`src/rtl/ddr_clkmux_nto1_diff_ctrl.sv`:
```
// N-to-1 differential clock mux with a glitch-free gate-off/settle/apply/settle select sequencer.
// Optional DDR_CLKMUX_SWCNT_EN adds a saturating count of completed select changes.
module ddr_clkmux_nto1_diff_ctrl #(
    parameter int unsigned NUM_IN    = 3,
    parameter int unsigned SEL_W     = $clog2(NUM_IN + 1),
    parameter int unsigned OFF_CYC   = 4,
    parameter int unsigned ON_CYC    = 4,
    parameter int unsigned RESET_SEL = 0
) (
    input  logic              i_clk,
    input  logic              i_rst_n,
    input  logic [NUM_IN-1:0] i_clk_c,
    input  logic [NUM_IN-1:0] i_clk_t,
    input  logic              i_req,
    input  logic [SEL_W-1:0]  i_sel,
`ifdef DDR_CLKMUX_SWCNT_EN
    input  logic              i_sw_cnt_clr,
    output logic [7:0]        o_sw_cnt,
`endif
    output logic              o_ack,
    output logic              o_busy,
    output logic              o_err,
    output logic [SEL_W-1:0]  o_cur_sel,
    output logic              o_c,
    output logic              o_t
);

    localparam logic [SEL_W-1:0] MAX_SEL     = SEL_W'(NUM_IN);
    localparam logic [SEL_W-1:0] RESET_SEL_V = SEL_W'(RESET_SEL);
    localparam logic [7:0]       OFF_LOAD    = 8'(OFF_CYC - 1);
    localparam logic [7:0]       ON_LOAD     = 8'(ON_CYC - 1);

    typedef enum logic [2:0] {
        IDLE, GATE, WAIT_OFF, APPLY, WAIT_ON, DONE
    } state_t;

    state_t           state_q, state_d;
    logic [SEL_W-1:0] cur_sel_q, cur_sel_d;
    logic [SEL_W-1:0] tgt_q, tgt_d;
    logic [7:0]       cnt_q, cnt_d;
    logic             err_q, err_d;
    logic             ack_q, ack_d;
    logic             oerr_q, oerr_d;
    logic             busy_q, busy_d;
    logic             t_mux, c_mux;

    always_comb begin
        t_mux = 1'b0;
        c_mux = 1'b1;
        for (int unsigned k = 0; k < NUM_IN; k++) begin
            if (cur_sel_q == SEL_W'(k + 1)) begin
                t_mux = i_clk_t[k];
                c_mux = i_clk_c[k];
            end
        end
    end

    // The GATE and APPLY cycles each count toward their window, so the wait
    // states run one cycle short of OFF_CYC/ON_CYC and are skipped when it is 1.
    always_comb begin
        state_d   = state_q;
        cur_sel_d = cur_sel_q;
        tgt_d     = tgt_q;
        cnt_d     = cnt_q;
        err_d     = err_q;
        ack_d     = 1'b0;
        oerr_d    = 1'b0;
        unique case (state_q)
            IDLE: begin
                if (i_req) begin
                    tgt_d = i_sel;
                    if (i_sel > MAX_SEL) begin
                        err_d   = 1'b1;
                        state_d = DONE;
                    end else if (i_sel == cur_sel_q) begin
                        state_d = DONE;
                    end else begin
                        state_d = GATE;
                    end
                end
            end
            GATE: begin
                cur_sel_d = '0;
                cnt_d     = OFF_LOAD;
                if (OFF_CYC == 1) state_d = (tgt_q == '0) ? DONE : APPLY;
                else              state_d = WAIT_OFF;
            end
            WAIT_OFF: begin
                cnt_d = cnt_q - 8'd1;
                if (cnt_q == 8'd1) state_d = (tgt_q == '0) ? DONE : APPLY;
            end
            APPLY: begin
                cur_sel_d = tgt_q;
                cnt_d     = ON_LOAD;
                if (ON_CYC == 1) state_d = DONE;
                else             state_d = WAIT_ON;
            end
            WAIT_ON: begin
                cnt_d = cnt_q - 8'd1;
                if (cnt_q == 8'd1) state_d = DONE;
            end
            DONE: begin
                ack_d   = 1'b1;
                oerr_d  = err_q;
                err_d   = 1'b0;
                state_d = IDLE;
            end
            default: state_d = IDLE;
        endcase
        busy_d = (state_d != IDLE);
    end

    always_ff @(posedge i_clk or negedge i_rst_n) begin
        if (!i_rst_n) begin
            state_q   <= IDLE;
            cur_sel_q <= RESET_SEL_V;
            tgt_q     <= '0;
            cnt_q     <= '0;
            err_q     <= 1'b0;
            ack_q     <= 1'b0;
            oerr_q    <= 1'b0;
            busy_q    <= 1'b0;
        end else begin
            state_q   <= state_d;
            cur_sel_q <= cur_sel_d;
            tgt_q     <= tgt_d;
            cnt_q     <= cnt_d;
            err_q     <= err_d;
            ack_q     <= ack_d;
            oerr_q    <= oerr_d;
            busy_q    <= busy_d;
        end
    end

`ifdef DDR_CLKMUX_SWCNT_EN
    logic       sw_q, sw_d;
    logic [7:0] sw_cnt_q, sw_cnt_d;

    always_comb begin
        sw_d = sw_q;
        if (state_q == IDLE && i_req) sw_d = (i_sel <= MAX_SEL) && (i_sel != cur_sel_q);
        sw_cnt_d = sw_cnt_q;
        if (i_sw_cnt_clr)                                        sw_cnt_d = '0;
        else if (state_q == DONE && sw_q && sw_cnt_q != 8'hFF) sw_cnt_d = sw_cnt_q + 8'd1;
    end

    always_ff @(posedge i_clk or negedge i_rst_n) begin
        if (!i_rst_n) begin
            sw_q     <= 1'b0;
            sw_cnt_q <= '0;
        end else begin
            sw_q     <= sw_d;
            sw_cnt_q <= sw_cnt_d;
        end
    end

    assign o_sw_cnt = sw_cnt_q;
`endif

    assign o_ack     = ack_q;
    assign o_busy    = busy_q;
    assign o_err     = oerr_q;
    assign o_cur_sel = cur_sel_q;
    assign o_t       = t_mux;
    assign o_c       = c_mux;

endmodule

```
`config.mk`:
```
export PLATFORM = sky130hd
export DESIGN_NAME = ddr_clkmux_nto1_diff_ctrl
export DESIGN_NICKNAME = d
export VERILOG_FILES = /design/src/rtl/ddr_clkmux_nto1_diff_ctrl.sv
export SDC_FILE = /design/constraint.sdc
export NUM_CORES = 1
export LEC_CHECK = 0
export BUFFER_PORTS_ARGS = -buffer_cell sky130_fd_sc_hd__buf_2
export CORE_UTILIZATION = 57
export DETAILED_ROUTE_END_ITERATION = 8
export HOLD_SLACK_MARGIN = 0.08
export PLACE_DENSITY_LB_ADDON = 0.05
export SLEW_MARGIN = 10
export SYNTH_ARGS = -nofsm -noshare
export SYNTH_HDL_FRONTEND = slang
export SYNTH_SLANG_ARGS = --single-unit
```
`constraint.sdc`:
```
create_clock -name i_clk -period 2.8 [get_ports i_clk]
set_input_delay 0.56 -clock i_clk [delete_from_list [all_inputs] [get_ports i_clk]]
set_output_delay 0.56 -clock i_clk [all_outputs]
set_load 0.005 [all_outputs]
```
# == After elaboration in Yosys (flattened, before gate mapping) ==
# Index checks and enable logic that the tools add are counted.
# totals
output_inout_bits,7
elab_cells,52
ff_bits,19
inputBits,11
# classes
reduce_logical,10
eq_ne,12
add_sub_neg,1
mux,20
magnitude_cmp,1
# op_table
op,n
$mux W3,6
$pmux W8 S2,1
$pmux W3 S5,1
$mux W1,10
$eq A8 B1 Y1 const B,1
$sub A8 B1 Y8 const B,1
$eq A3 B2 Y1 const B,2
$eq A3 B3 Y1 const B,2
$reduce_bool A2 Y1,3
$eq A2 B2 Y1 const B,2
$ne A2 B2 Y1 const B,2
$pmux W2 S2,1
$reduce_or A2 Y1,2
$eq A3 B1 Y1 const B,1
$logic_not A3 Y1,1
$reduce_and A3 Y1,1
$reduce_bool A3 Y1,1
$eq A2 B1 Y1 const B,1
$eq A2 B2 Y1,1
$gt A2 B2 Y1 const B,1
$logic_not A2 Y1,1
$pmux W1 S2,1
$reduce_and A2 Y1,1

# == Depth between registers and ports, before layout ==
# Gate-level depths: netlist (run 1).
# logic_depth
depth_word,6
depth_mapped,5
depth_no_buf,5

# == Worst setup path before layout (run 1) ==
# No wires, ideal clock.
# synth_path
path_type,flip-flop to output port
startpoint,reg cur_sel_q[1] (netlist: o_cur_sel[1])
endpoint,out o_t
path_stages_with_launch,5
t_arrival_ns,1.019
slack_ns,1.221
required_ns,2.240
n_path_buf,1
cell_sequence,dfrtp_1 > clkbuf_1 > mux2_1 > nand2_1 > o21ai_1
# synth_via
elab_chain_len,4
word_cells_on_any_way,6
classes_between,3 x eq/ne; 3 x mux
# synth_lines
element,line_no,source
start: declaration,38,"logic [SEL_W-1:0] cur_sel_q, cur_sel_d;"
start signal: assignment,125,cur_sel_q <= cur_sel_d;
$eq A2 B1 Y1,51,if (cur_sel_q == SEL_W'(k + 1)) begin
$mux W1 (2 in series),51,
$mux W1 (*),51,
end: declaration,25,output logic o_t
# Mark *: on every way between the ends. The rest lies on a longest branch, timed or not.

# == Final worst setup path (run 1) ==
# Same ends and word-level chain as after synthesis.

==> results of run 1 <==
[stage by stage]
| stage | worst slack (ns) | utilization, % | area [um2] |
|---|---|---|---|
| final | 0.813 | 71.1 | 1120 |
| after global routing | 0.721 | 71.1 | 1120 |
| after CTS | 0.814 | 71.1 | 1120 |
| after detailed placement | 1.03 | 69.4 | 1090 |
| after global placement | 1.08 | 69.4 | 1090 |
| after floorplan | 1.22 | - | 1010 |
[worst max path at each step]
stage,to,slack (ns),cells after the start
finish,o_t,0.81,4
global route,o_t,0.72,4
CTS,o_t,0.81,4
detailed placement,o_t,1.03,5
global placement,o_t,1.08,5
floorplan,o_t,1.22,4
[power by group through the flow]
stage / Combinational, uW / Clock [uW] / Sequential (uW)
after floorplan: 391 / 0 / 472
after global placement: 426 / 0 / 534
after detailed placement: 444 / 0 / 538
after CTS: 445 / 139 / 533
after global routing: 500 / 158 / 559
final: 442 / 137 / 535
[state kept, by name (all words and copies together), names as in the netlist]
register   cells
cnt_q          8
state_q        3
o_cur_sel      2
tgt_q          2
err_q          1
o_ack          1
o_busy         1
o_err          1
[kinds of logic (layout without fill, tap and decap cells)]
group                      count (synthesis)  count (layout)  share of synthesized area, %
AOI/OAI and AO/OA                         16              16                          10.5
xor gates and xnor gates                   3               3                          3.33
adders and majority gates                  2               2                          2.47
buffers and inverters                      8              24                          3.58
DFF                                       19              19                          46.9
muxes                                      9               9                          9.26
and+or+nand+nor                           44              44                          24.0
[metal layers]
metal,global-route usage [%],routed length (um)
met5,0,0
met4,10.9,41
met2,35.9,883
met3,6.12,41
met1,29.4,860
[worst max-delay path: stages, from the launching register on]
cell,delay (ns)
dfrtp_1,0.49
mux2_1,0.36
nand2_1,0.08
o21ai_1,0.07
buf_2,0.14
[final cells by class]
| cell class | count | area (um2) | share of cell area (%) |
|---|---|---|---|
| timing repair buffer | 17 | 85.1 | 7.59 |
| tap | 16 | 20.0 | 1.79 |
| clock buffer | 3 | 22.5 | 2.01 |
| clock inverter | 1 | 5.00 | 0.446 |
| multi-input combinational | 74 | 502 | 44.8 |
| sequential | 19 | 475 | 42.4 |
| inverter | 3 | 11.3 | 1.00 |
[placed cells by master (no fill, tap or decap), types with 2 or more instances in the layout]
master	count
a2bb2oi_1	2
inv_1	3
dfrtp_1	19
buf_2	17
nand4_1	2
nor2_1	5
nand2b_1	3
nor3b_1	3
mux2i_1	6
a21oi_1	5
clkbuf_4	3
mux2_1	3
nand3_1	5
xnor2_1	2
o21ai_1	3
nand2_1	15
ha_1	2
nor2b_1	2
==> reports/metrics.cfg, run 1 <==
[outcome]
status=finished clean

[final_layout]
final_cells=133
nets=131
diodes=0
area_delta_synth_final_pct=10.6
drive_above_1_share_pct=20.5
n_fill_cell=108

[power_and_ir_drop]
vdd.ir_drop.worst_uv=575
p_sw_uw=458
power.share.sequential_pct=48.0
internal_power_uw=655
power_frac_clock_pct=12.3
combPwrFrac_pct=39.7
total_power_uw=1110
netSwitchingFraction_pct=41.1
powerDensity_nw_per_um2=993
p_leak_uw=0.000558

[logic_synthesis]
syn_area_um2=1010
postSynth.asyncResetShare_pct=100
yosys-top-cells-area=dfrtp_1, mux2i_1, nand2_1
synth_area_leader_cell=dfrtp_1
synth.avg_cell_area_um2=10.0
synthCells=101
syn_nets=114
synth-main-ff-cell=dfrtp_1
yosysMostFrequentCell=dfrtp_1
ys_top_cells_by_count=dfrtp_1, nand2_1, mux2i_1
ys_warn_count=0
synth_edf_count=0
yosysTopAreaCellShare_pct=46.9
seq_area_frac_synth_pct=46.9
synth-seq-cells=19
yosysUniqueCellTypes=35

[floorplanning]
io_pins=18
die_w_um=44.2
num_rows=14
core_um2=1580
die_area_um2=1950
start_util_pct=64.3
die_h_um=44.2

[grt]
grt_pass1_wl_mm=3.12
grt_max_degree=20
grt_pass1_vias=718
antenna_found_initial=0
globalRoute.totalOverflow=0
grtUsageTotal_pct=22.8

[timing]
hold_viol_final=0
max_slew.worst_pin.slew_ns=0.474
timing.fmax_mhz=503
relSlewSlack_pct=68.4
rsz0062_at_grt=no
clock_skew_ns=0.00364
holdWs_ns=0.178
final-max-slew-violation-count=0
finalCriticalPeriod_ns=1.99
setup_tns_ns=0
setup_viol=0
period_share_pct=71.0

[cts]
cts_resized=0
cts_hold_buffers=0
cts_buffer_depth=2
cts_tree=yes
cts_setup_buffers=0
cts_buffers=3
cts_sinks=19
clkSlewWorstSetupHoldPaths_ns=0.11
htreeDepth=1
root_buffer=clkbuf_4
clk_latency_ns=0.30

[drt]
totalWireLength_mm=1.83
num_vias=776
routedWlPerCell_um=13.7
first_pass_iters=4
drt_iter0_drc=22
routed_via_density=5.83
drc=0
postRouteAntennaNets=0

[critical_path]
worstPathRequired_ns=2.24
reg2reg_from=state_q[2]
ff2ff_setup_slack_ns=1.30
critPathKind=reg -> out
worstRegToRegCells=2
r2r-end=tgt_q[1]
arrival_ns=1.43
path_max_fanout=7
critical_path.endpoint_type=output port
cp-start-kind=register
startpoint=o_cur_sel[1]

[placed_design]
io_buffer_count=17
dpl.hpwl_mm=1.33
place_inst=129
globalplace.congestion=0.807

[min_path]
hold_class=in -> async

[job]
cap_violations=0

Power figures use the tool's default switching activity.
==> inputs of run 2 (changes only) <==
Settings changed: CORE_UTILIZATION 57 to 53.
Clock period 2.8 ns to 2 ns, I/O delays scaled along.
==> run 2 against run 1 <==
Clock-buffer cell count is the same; die area grew 7.2%; worst setup slack lost 0.62 ns; highest routed layer unchanged; non-clock buffer count grew 1; flip-flop and latch count is the same; register-to-register slack lost 0.81 ns; sequential share of layout area shrank 0.79 points; via count shrank 2.2%; power grew 40%; wire length shrank 0.49%; critical path depth is the same; hold slack gained 0.16 ns.
==> reports/metrics.cfg, run 2 (synthesis gave the netlist of run 1 again) <==
[outcome]
status=finished clean

[grt]
grt_max_degree=20  ; unchanged
grt_pass1_vias=721  ; +0.42%
grt_pass1_wl_mm=2.99  ; -4.0%
grtUsageTotal_pct=20.4  ; -2.4 points
antenna_found_initial=0  ; unchanged
globalRoute.totalOverflow=0  ; unchanged

[cts]
cts_buffers=3  ; unchanged
cts_tree=yes
htreeDepth=1  ; unchanged
clkSlewWorstSetupHoldPaths_ns=0.11  ; about the same
cts_buffer_depth=2  ; unchanged
root_buffer=clkbuf_4
cts_hold_buffers=1  ; +1
cts_resized=0  ; unchanged
clk_latency_ns=0.30  ; about the same
cts_setup_buffers=0  ; unchanged
cts_sinks=19  ; unchanged

[timing]
clock_skew_ns=0.00185  ; -0.00179 ns
period_share_pct=90.2
relSlewSlack_pct=64.5  ; -4.0 points
layout_setup_ws_ns=0.197  ; -0.616 ns
hold_viol_final=0  ; unchanged
timing.fmax_mhz=555
setup_viol=0  ; unchanged
final-max-slew-violation-count=0  ; unchanged
rsz0062_at_grt=no
setup_tns_ns=0  ; unchanged
finalCriticalPeriod_ns=1.80
max_slew.worst_pin.slew_ns=0.528  ; +0.0545 ns

[drt]
drt_iter0_drc=11  ; -50%
postRouteAntennaNets=0  ; unchanged
routed_via_density=5.31  ; -9.0%
totalWireLength_mm=1.82  ; -0.49%
routedWlPerCell_um=12.7  ; -7.5%
drc=0  ; unchanged
first_pass_iters=4  ; unchanged
num_vias=759  ; -2.2%

[final_layout]
drive_above_1_share_pct=20.3  ; -0.17 points
regMostFlops=cnt_q
largest_register_ffs=8  ; unchanged
n_fill_cell=158  ; +46%
nets=132  ; +0.76%
most-common-layout-cells=dfrtp_1, buf_2, nand2_1
largestRegisters=cnt_q: 8 flops, state_q: 3 flops
seq_area_um2=475  ; unchanged
final_cells=143  ; +7.5%
multiInputGateArea_um2=502  ; unchanged
area_delta_synth_final_pct=12.7
diodes=0  ; unchanged
layout_commonest_cell=dfrtp_1

[power_and_ir_drop]
combPwrFrac_pct=39.2  ; -0.5 points
internal_power_uw=917  ; +40%
p_leak_uw=0.000562  ; +0.75%
power_frac_clock_pct=12.8  ; +0.5 points
powerDensity_nw_per_um2=1360  ; +37%
vdd.ir_drop.worst_uv=886  ; +54%
p_sw_uw=640  ; +40%
netSwitchingFraction_pct=41.1  ; about the same
power.share.sequential_pct=48.0  ; about the same

[placed_design]
place_inst=138  ; +7.0%
io_buffer_count=17  ; unchanged
place_ws_ns=0.510  ; -0.515 ns
dpl.hpwl_mm=1.32  ; -0.62%
globalplace.congestion=0.819  ; +1.5%

[floorplanning]
core_um2=1760  ; +12%
start_util_pct=57.4  ; -6.8 points
num_rows=15  ; +1
die_h_um=45.7  ; +3.5%
io_pins=18  ; unchanged
die_area_um2=2090  ; +7.2%
die_w_um=45.7  ; +3.5%

[critical_path]
ff2ff_setup_slack_ns=0.49  ; -0.81 ns
worstPathRequired_ns=1.60  ; -0.64 ns
path_max_fanout=7  ; unchanged
arrival_ns=1.40  ; -0.03 ns
critPathKind=reg -> out
cp-start-kind=register
critical_path.endpoint_type=output port

[job]
cap_violations=0  ; unchanged

[min_path]
hold_class=in -> reg

[run 2: stage by stage]
| step | area (um2) | util [%] | hold WS [ns] | total power (uW) |
|---|---|---|---|---|
| after floorplan | 1010 | - | 0.104 | 1210 |
| after global placement | 1100 | 62.6 | 0.358 | 1350 |
| after detailed placement | 1100 | 62.6 | 0.363 | 1370 |
| after CTS | 1140 | 64.8 | 0.330 | 1570 |
| after global routing | 1140 | 64.8 | 0.336 | 1680 |
| final | 1140 | 64.8 | 0.336 | 1560 |
[run 2: power by group through the flow]
stage | Combinational [uW] | Clock, uW | Sequential [uW]
finish | 611 | 200 | 747
CTS | 615 | 207 | 745
global placement | 601 | 0 | 747
global route | 684 | 220 | 780
detailed placement | 612 | 0 | 754
floorplan | 547 | 0 | 660
[run 2: area by class of cell]
class	instances	area share (%)
clock buffers	3	1.97
well taps	25	2.74
repair buffers	18	8.32
multi-input cells	74	43.9
flip-flops and latches	19	41.6
inverters	3	0.986
clock inverters	1	0.438
[run 2: final timing paths]
check,endpoint,startpoint,depth (start not counted)
setup / recovery,o_t,o_cur_sel[1],4
setup reg to reg,state_q[1],cnt_q[1],5
hold / removal,tgt_q[1],i_sel[1],2
max in group asynchronous,o_busy,i_rst_n,2
hold reg to reg,cnt_q[7],cnt_q[7],1
min in group asynchronous,cnt_q[3],i_rst_n,2
[run 2: metal layers]
metal	GRT usage, %	part of all wire [%]	wire, um	up-vias
li1	-	-	-	389
met1	26.3	49	886	353
met2	34.6	47	863	15
met3	3.57	2.6	48	2
met4	7.06	1.0	19	0
met5	0	0	0	-
[run 2: worst max-delay path, stage by stage, from the launching register on]
cell	delay, ns
dfrtp_1	0.49
mux2_1	0.35
nand2_1	0.07
o21ai_1	0.06
buf_2	0.13
==> inputs of run 3 (changes only) <==
Settings changed: CTS_CLUSTER_DIAMETER set to 50, REMOVE_ABC_BUFFERS set to 1.
==> run 3 against run 2 <==
Sequential power about the same; clock-buffer cell count up 1; first-iteration DRC count rose by 120%; clock skew barely moved; global-route usage shrank 0.53 points; register-to-register slack worse by 0.04 ns; wire length shrank 1.5%; sequential share of layout area about the same; combinational power increased by 0.7%; critical endpoint unchanged; via count up 1.2%; clock power shrank 5%.
==> reports/metrics.cfg, run 3 (synthesis gave the netlist of run 1 again) <==
[outcome]
status=finished clean

[timing]
layout_setup_ws_ns=0.230  ; +0.0334 ns
setup_tns_ns=0  ; unchanged
timing.fmax_mhz=565  ; +1.9%
max_slew.worst_pin.slew_ns=0.522  ; -0.00640 ns
final-max-slew-violation-count=0  ; unchanged
setup_viol=0  ; unchanged
clock_skew_ns=0.00229  ; +0.000435 ns
period_share_pct=88.5  ; -1.7 points
rsz0062_at_grt=no
relSlewSlack_pct=64.9  ; +0.43 points
hold_viol_final=0  ; unchanged
finalCriticalPeriod_ns=1.77  ; -0.0334 ns

[drt]
num_vias=768  ; +1.2%
first_pass_iters=4  ; unchanged
totalWireLength_mm=1.79  ; -1.5%
routedWlPerCell_um=12.5  ; -1.5%
routed_via_density=5.37  ; +1.2%
postRouteAntennaNets=0  ; unchanged
drt_iter0_drc=24  ; +13
drc=0  ; unchanged

[cts]
clkSlewWorstSetupHoldPaths_ns=0.10  ; about the same
cts_tree=yes
cts_resized=0  ; unchanged
root_buffer=clkbuf_4
cts_sinks=19  ; unchanged
clk_latency_ns=0.29  ; about the same
cts_setup_buffers=0  ; unchanged
cts_buffer_depth=2  ; unchanged
cts_buffers=3  ; unchanged
htreeDepth=1  ; unchanged

[critical_path]
cp_slowest_cell=dfrtp_1
cp_cell_sequence=mux2_1 > nand2_1 > o21ai_1 > buf_2
critical_path.endpoint_type=output port
critical-path-top-delay-family=flip-flops
slowest_delay_ns=0.48  ; about the same
path_buf_inv=1  ; unchanged
cp-start-kind=register
critPathKind=reg -> out
path_max_fanout=7  ; unchanged
arrival_ns=1.37  ; -0.03 ns
worstPathRequired_ns=1.60  ; about the same

[power_and_ir_drop]
p_sw_uw=632  ; -1.3%
combPwrFrac_pct=39.6  ; +0.4 points
power_frac_clock_pct=12.3  ; -0.5 points
power.share.sequential_pct=48.1  ; about the same
vdd.ir_drop.worst_uv=764  ; -14%
netSwitchingFraction_pct=40.7  ; -0.40 points
p_leak_uw=0.000560  ; -0.49%
powerDensity_nw_per_um2=1360  ; -0.18%
internal_power_uw=921  ; +0.39%

[grt]
globalRoute.totalOverflow=0  ; unchanged
grtUsageTotal_pct=19.9  ; -0.53 points
antenna_found_initial=0  ; unchanged
grt_max_degree=20  ; unchanged
grt_pass1_wl_mm=2.96  ; -1.1%
grt_pass1_vias=668  ; -7.4%

[final_layout]
seq_area_um2=475  ; unchanged
multiInputGateArea_um2=502  ; unchanged
final_cells=143  ; unchanged
layout_commonest_cell=dfrtp_1
regMostFlops=cnt_q
drive_above_1_share_pct=19.5  ; -0.85 points
largestRegisters=cnt_q: 8 flops, state_q: 3 flops
nets=132  ; unchanged
diodes=0  ; unchanged
area_delta_synth_final_pct=12.6
largest_register_ffs=8  ; unchanged
n_fill_cell=166  ; +5.1%
most-common-layout-cells=dfrtp_1, buf_2, nand2_1

[floorplanning]
io_pins=18  ; unchanged
die_h_um=45.7  ; unchanged
core_um2=1760  ; unchanged
die_w_um=45.7  ; unchanged
start_util_pct=57.4  ; unchanged
num_rows=15  ; unchanged
die_area_um2=2090  ; unchanged

[min_path]
hold_class=in -> reg

[placed_design]
place_inst=138  ; unchanged
dpl.hpwl_mm=1.25  ; -5.4%
globalplace.congestion=0.777  ; -5.1%
io_buffer_count=17  ; unchanged
place_ws_ns=0.509  ; -0.00126 ns

[job]
cap_violations=0  ; unchanged

run 3: cell type report:
cell class                 count  area share, %
tap                           25           2.74
sequential                    19           41.7
multi-input combinational     74           44.0
clock buffer                   4           2.30
timing repair buffer          18           8.33
inverter                       3          0.987
run 3: metal layers:
| layer | part of all wire (%) | up-vias | track usage, % |
|---|---|---|---|
| met5 | 0 | - | 0 |
| met4 | 2.0 | 0 | 9.41 |
| met3 | 2.8 | 6 | 3.57 |
| met2 | 46 | 15 | 29.4 |
| met1 | 49 | 354 | 28.2 |
| li1 | - | 393 | - |
run 3: worst paths after layout:
| path | from | end | slack (ns) | depth (start not counted) |
|---|---|---|---|---|
| min in group asynchronous | i_rst_n | cnt_q[1] | 0.56 | 2 |
| worst min register to register | cnt_q[7] | cnt_q[7] | 0.49 | 1 |
| worst min-delay path | i_sel[0] | tgt_q[0] | 0.34 | 2 |
| worst max-delay path | o_cur_sel[1] | o_t | 0.23 | 4 |
| max in group asynchronous | i_rst_n | o_cur_sel[1] | 1.15 | 2 |
| worst max register to register | cnt_q[1] | state_q[1] | 0.45 | 5 |
run 3: worst register-to-register path, cell delays in order, from the launching register on:
cell	delay, ns
dfrtp_1	0.41
inv_1	0.10
ha_1	0.15
nor3b_1	0.38
nand3_1	0.17
a22o_1	0.23
run 3: repair_timing:
action	CTS	global route
hold buffers	1	0
setup endpoints to repair	0	0
endpoints found under the hold margin	19	0
run 3: power by group through the flow:
| stage | Combinational (uW) | Clock [uW] | Sequential, uW |
|---|---|---|---|
| 2_1_floorplan | 467 | 0 | 709 |
| 3_3_place_gp | 600 | 0 | 750 |
| 3_5_place_dp | 611 | 0 | 751 |
| 4_1_cts | 621 | 198 | 747 |
| 5_1_grt | 696 | 211 | 781 |
| 6_report | 615 | 191 | 747 |
run 3: per-stage QoR:
step	area [um2]	hold WS (ns)	power, uW	util [%]
CTS	1140	0.341	1570	64.7
floorplan	988	0.104	1180	-
global route	1140	0.341	1690	64.7
finish	1140	0.341	1550	64.7
global placement	1100	0.356	1350	62.6
detailed placement	1100	0.361	1360	62.6
